--- config.mk ---
export PLATFORM = sky130hd
export DESIGN_NAME = secuenciador_barrido_flat
export DESIGN_NICKNAME = d
export VERILOG_FILES = /design/src/rtl/secuenciador_barrido_if.sv /design/src/rtl/secuenciador_barrido.sv /design/src/flat_wrapper.sv
export SDC_FILE = /design/constraint.sdc
export NUM_CORES = 1
export LEC_CHECK = 0
export ABC_AREA = 1
export BUFFER_PORTS_ARGS = -buffer_cell sky130_fd_sc_hd__buf_2
export CELL_PAD_IN_SITES_DETAIL_PLACEMENT = 1
export CELL_PAD_IN_SITES_GLOBAL_PLACEMENT = 1
export CORE_ASPECT_RATIO = 0.75
export CORE_MARGIN = 4
export CORE_UTILIZATION = 43
export CTS_CLUSTER_DIAMETER = 100
export DETAILED_ROUTE_END_ITERATION = 12
export PLACE_DENSITY = 0.93
export SLEW_MARGIN = 20
export SYNTH_ARGS = -nofsm -noshare
export SYNTH_HDL_FRONTEND = slang
export SYNTH_SLANG_ARGS = --single-unit
--- constraint.sdc ---
create_clock -name clk -period 2.4 [get_ports clk]
set_input_delay 0.24 -clock clk [delete_from_list [all_inputs] [get_ports clk]]
set_output_delay 0.24 -clock clk [all_outputs]
set_load 0.02 [all_outputs]
--- src/rtl/secuenciador_barrido_if.sv ---
// Control/status bundle between a scan controller and the sweep sequencer.
interface secuenciador_barrido_if #(
  parameter int DWELL_W = 16
);
  logic               start;
  logic               stop;
  logic               continuous;
  logic [7:0]         mask;
  logic [DWELL_W-1:0] dwell;
  logic [2:0]         D;
  logic               en;
  logic               busy;
  logic               done;
  logic               wrap;

  modport master (
    output start, stop, continuous, mask, dwell,
    input  D, en, busy, done, wrap
  );

  modport slave (
    input  start, stop, continuous, mask, dwell,
    output D, en, busy, done, wrap
  );
endinterface

--- src/rtl/secuenciador_barrido.sv ---
// Sweep sequencer: walks the set bits of a latched channel mask, low to high,
// holding each channel for dwell+1 cycles, driving a 3-to-8 decoder's D/en.
module secuenciador_barrido #(
  parameter int DWELL_W = 16
) (
  input  logic                 clk,
  input  logic                 reset,
  secuenciador_barrido_if.slave bus
);
  typedef enum logic {IDLE, SCAN} state_t;

  state_t             state_q, state_d;
  logic [7:0]         mask_q, mask_d;
  logic [DWELL_W-1:0] dwell_q, dwell_d;
  logic [DWELL_W-1:0] cnt_q, cnt_d;
  logic               cont_q, cont_d;
  logic [2:0]         d_q, d_d;
  logic               en_q, en_d;
  logic               busy_q, busy_d;
  logic               done_q, done_d;
  logic               wrap_q, wrap_d;

  // Index of the lowest set bit (0 when the mask is empty).
  function automatic logic [2:0] lowest(input logic [7:0] m);
    lowest = 3'd0;
    for (int i = 7; i >= 0; i--)
      if (m[i]) lowest = 3'(i);
  endfunction

  // Nearest set bit strictly above cur; bit 3 flags that one exists.
  function automatic logic [3:0] next_above(input logic [7:0] m, input logic [2:0] cur);
    next_above = 4'd0;
    for (int i = 7; i >= 0; i--)
      if (m[i] && (3'(i) > cur)) next_above = {1'b1, 3'(i)};
  endfunction

  logic [3:0] nxt;
  assign nxt = next_above(mask_q, d_q);

  // State and output registers; reset also drops any scan in flight.
  always_ff @(posedge clk) begin
    if (reset) begin
      state_q <= IDLE;
      mask_q  <= '0;
      dwell_q <= '0;
      cnt_q   <= '0;
      cont_q  <= 1'b0;
      d_q     <= 3'd0;
      en_q    <= 1'b0;
      busy_q  <= 1'b0;
      done_q  <= 1'b0;
      wrap_q  <= 1'b0;
    end else begin
      state_q <= state_d;
      mask_q  <= mask_d;
      dwell_q <= dwell_d;
      cnt_q   <= cnt_d;
      cont_q  <= cont_d;
      d_q     <= d_d;
      en_q    <= en_d;
      busy_q  <= busy_d;
      done_q  <= done_d;
      wrap_q  <= wrap_d;
    end
  end

  // Next state: start/latch in IDLE, dwell counting and channel stepping in SCAN.
  always_comb begin
    state_d = state_q;
    mask_d  = mask_q;
    dwell_d = dwell_q;
    cnt_d   = cnt_q;
    cont_d  = cont_q;
    d_d     = d_q;
    en_d    = en_q;
    busy_d  = busy_q;
    done_d  = 1'b0;
    wrap_d  = 1'b0;
    case (state_q)
      IDLE: begin
        if (bus.start && !bus.stop) begin
          mask_d  = bus.mask;
          dwell_d = bus.dwell;
          cont_d  = bus.continuous;
          cnt_d   = '0;
          if (bus.mask != 8'd0) begin
            state_d = SCAN;
            d_d     = lowest(bus.mask);
            en_d    = 1'b1;
            busy_d  = 1'b1;
          end else begin
            done_d  = 1'b1;
          end
        end
      end
      SCAN: begin
        if (bus.stop) begin
          // Abort wins over a same-cycle dwell expiry: no done, no wrap.
          state_d = IDLE;
          en_d    = 1'b0;
          busy_d  = 1'b0;
        end else if (cnt_q == dwell_q) begin
          cnt_d = '0;
          if (nxt[3]) begin
            d_d = nxt[2:0];
          end else if (!cont_q) begin
            state_d = IDLE;
            en_d    = 1'b0;
            busy_d  = 1'b0;
            done_d  = 1'b1;
          end else begin
            d_d    = lowest(mask_q);
            wrap_d = 1'b1;
          end
        end else begin
          cnt_d = cnt_q + 1'b1;
        end
      end
      default: state_d = IDLE;
    endcase
  end

  assign bus.D    = d_q;
  assign bus.en   = en_q;
  assign bus.busy = busy_q;
  assign bus.done = done_q;
  assign bus.wrap = wrap_q;
endmodule

--- src/flat_wrapper.sv ---
// flat-port wrapper written by rule: the top's interface ports become plain ports
module secuenciador_barrido_flat 
#(
  parameter int DWELL_W = 16
)
  (clk, reset, bus_start, bus_stop, bus_continuous, bus_mask, bus_dwell, bus_D, bus_en, bus_busy, bus_done, bus_wrap);
  secuenciador_barrido_if #(.DWELL_W(DWELL_W)) bus_i ();
  input  logic clk;
  input  logic reset;
  input wire logic [$bits(bus_i.start)-1:0] bus_start;
  input wire logic [$bits(bus_i.stop)-1:0] bus_stop;
  input wire logic [$bits(bus_i.continuous)-1:0] bus_continuous;
  input wire logic [$bits(bus_i.mask)-1:0] bus_mask;
  input wire logic [$bits(bus_i.dwell)-1:0] bus_dwell;
  output wire logic [$bits(bus_i.D)-1:0] bus_D;
  output wire logic [$bits(bus_i.en)-1:0] bus_en;
  output wire logic [$bits(bus_i.busy)-1:0] bus_busy;
  output wire logic [$bits(bus_i.done)-1:0] bus_done;
  output wire logic [$bits(bus_i.wrap)-1:0] bus_wrap;
  assign bus_i.start = bus_start;
  assign bus_i.stop = bus_stop;
  assign bus_i.continuous = bus_continuous;
  assign bus_i.mask = bus_mask;
  assign bus_i.dwell = bus_dwell;
  assign bus_D = bus_i.D;
  assign bus_en = bus_i.en;
  assign bus_busy = bus_i.busy;
  assign bus_done = bus_i.done;
  assign bus_wrap = bus_i.wrap;
  secuenciador_barrido #(.DWELL_W(DWELL_W)) u_core (.clk(clk), .reset(reset), .bus(bus_i));
endmodule
==> impl_metrics.yaml <==
logic_synthesis:
  yosys-top-cells-area: "dfxtp_1 37%, nand2_1 17%, a21oi_1 8.5%"
  synth.distinct_cells: 28
  synthSimpleGateAreaFrac: 0.321
  synth_top_family_by_area: "simple AND/OR/NAND/NOR gates"
  ys.flop_type: "dfxtp_1"
  synthArstFlopShare: 0
  yosysSeqAreaShare: 0.369
  synth-compound-area-share: 0.188
  yosysTopAreaCell: "dfxtp_1"
  synth_cells: 418
  yosysWarnings: 0
  synth_area_per_cell_um2: 6.23
  synth_nets: 448
  synth_edf_count: 0
  yosys_register_bits: 48
  synth-adder-area-share: 0.00481
  synth_top_area_share: 0.369
  synth_area_mm2: 0.00260
  yosys.area_share.xor_xnor: 0.00673
  muxShareOfSynthArea: 0
floorplanning:
  row_count: 24
  initial_core_util: 0.447
  die_area_mm2: 0.00737
  dieWidth_um: 97.8
  ios: 36
  core_area_mm2: 0.00583
  die_h_um: 75.4
clock_tree:
  cts_buffer_depth: 2
  cts_root_buf: "clkbuf_8"
  clock-sinks: 48
  ctsResizeCount: 0
  cts_made_buffers: 5
  insertion_delay_ns: 0.30
  tritoncts: "built"
  cts_setup_buffers: 0
  holdBufCountCts: 0
  htreeDepth: 2
  path_clk_slew_ns: 0.09
setup_path:
  worst_setup_path_end_kind: "flip-flop"
  startpoint: "u_core.cnt_q[1]"
  r2r_start: "u_core.cnt_q[1]"
  required_ns: 2.63
  path_max_fanout: 4
  timing.reg2reg.setup_slack_ns: 0.47
  cp-start-kind: "flip-flop"
  cp_data_arrival_time_ns: 2.16
  criticalPathCategory: "reg2reg"
global_route:
  grt_pass1_vias: 2916
  grt.total_usage: 0.231
  grt-ovfl-total: 0
  grt_antenna_before_repair: 0
  grt_pass1_wl_um: 13600
  grt_max_degree: 38
place:
  place_congestion: 0.935
  dp_hpwl_um: 6280
  dp_cells: 523
  port_buffers: 35
sta:
  maxSlewViolCount: 0
  finalCritPeriodShare: 0.804
  period_needed_ns: 1.93
  setup_tns_ns: 0
  timing_worst_slew_pin_value_ns: 0.531
  slew_headroom: 0.643
  fmax_mhz: 518
  rsz0062_at_grt: "false"
  skew_ns: 0.00759
  setup_viol: 0
  hold_viol: 0
drt:
  dr.pass1.iters: 4
  drt_iter0_markers: 139
  viasPerCell: 5.30
  vias: 2799
  drc_errors: 0
  wl_um: 8110
  antenna_left: 0
  post_drt_wl_per_cell_um: 15.4
pwr:
  ir_drop_uv: 238
  powerDensity_mw_per_mm2: 553
  p_leak_nw: 1.31
cells_and_area:
  final_common_cell: "nand2_1"
  layout-drive-gt1-share: 0.144
  fin_cells: 528
  syn_to_final_growth_pct: 12.1
  fillers: 846
  mostFrequentLayoutCells: "121 x nand2_1, 50 x inv_1, 48 x dfxtp_1"
  antenna_cells: 0
  multi_input_area_mm2: 0.00136
  regArea_um2: 961
  final_nets: 482
min_path:
  hold_class: "in2reg"
  holdCritStartpoint: "bus_dwell[6]"
status:
  status: "completed"
job:
  maxCapViolations: 0
==> synthesized netlist by cell type (2+ instances only) <==
cell / n
and3_1: 3
nand2_2: 3
inv_1: 50
clkbuf_1: 8
nor3_2: 2
nand2_1: 121
inv_2: 13
nor2_1: 34
nand4_1: 3
nand3_1: 23
o21ai_1: 11
o21ai_0: 34
xor2_1: 2
nor3_1: 5
dfxtp_1: 48
a21oi_1: 44
o22ai_1: 3
==> cell type report <==
type                       instances  area share
tap                               78      0.0335
inverter                          63      0.0811
sequential                        48       0.329
timing repair buffer              38      0.0678
multi-input combinational        296       0.465
clock buffer                       5      0.0236
==> worst paths after layout <==
path,end,cells past startpoint
worst min-delay path,u_core.dwell_q[6],3
worst max register to register,u_core.cnt_q[14],7
worst min register to register,u_core.dwell_q[7],2
worst max-delay path,u_core.cnt_q[14],7
==> power breakdown <==
group | switching (mW) | internal, mW | leakage [nW]
clock network | 0.258 | 0.189 | 0.0359
registers | 0.0328 | 0.835 | 0.392
logic | 0.198 | 0.101 | 0.887
==> flip-flops by register name (all words and copies together), names as in the netlist <==
name	cells
u_core.bus.done	1
u_core.bus.D	3
u_core.mask_q	8
u_core.dwell_q	16
u_core.state_q	1
u_core.cnt_q	16
u_core.bus.en	1
u_core.cont_q	1
u_core.bus.wrap	1
==> metal layers <==
layer / GRT usage / wire [um] / vias to the layer above
li1: - / - / 1400
met1: 0.301 / 3850 / 1326
met2: 0.401 / 3760 / 62
met3: 0.0412 / 410 / 11
met4: 0.0645 / 85 / 0
met5: 0 / 0 / -
==> critical path: stages, from the launching register on <==
cell and delay [ns]:
dfxtp_1 0.42, ha_1 0.22, nand3_1 0.17, nor4_2 0.45, nand3_1 0.18, o21ai_1 0.18
nand3_1 0.09, a21oi_1 0.16
==> kinds of logic after synthesis <==
family / count (synthesis)
DFF: 48
and+or+nand+nor: 198
buffers and inverters: 74
AOI/OAI and AO/OA: 95
adders and majority gates: 1
xor gates and xnor gates: 2
==> metrics by stage <==
step | util | total power, mW | hold WS (ns) | worst slack [ns] | instance area, um2
after floorplan | - | 1.08 | 0.309 | 0.878 | 2600
after global placement | 0.489 | 1.16 | 0.457 | 0.675 | 2850
after detailed placement | 0.489 | 1.18 | 0.463 | 0.500 | 2850
after CTS | 0.501 | 1.63 | 0.214 | 0.466 | 2920
after global routing | 0.501 | 1.71 | 0.240 | 0.271 | 2920
final | 0.501 | 1.61 | 0.219 | 0.470 | 2920
Power figures use the tool's default switching activity.
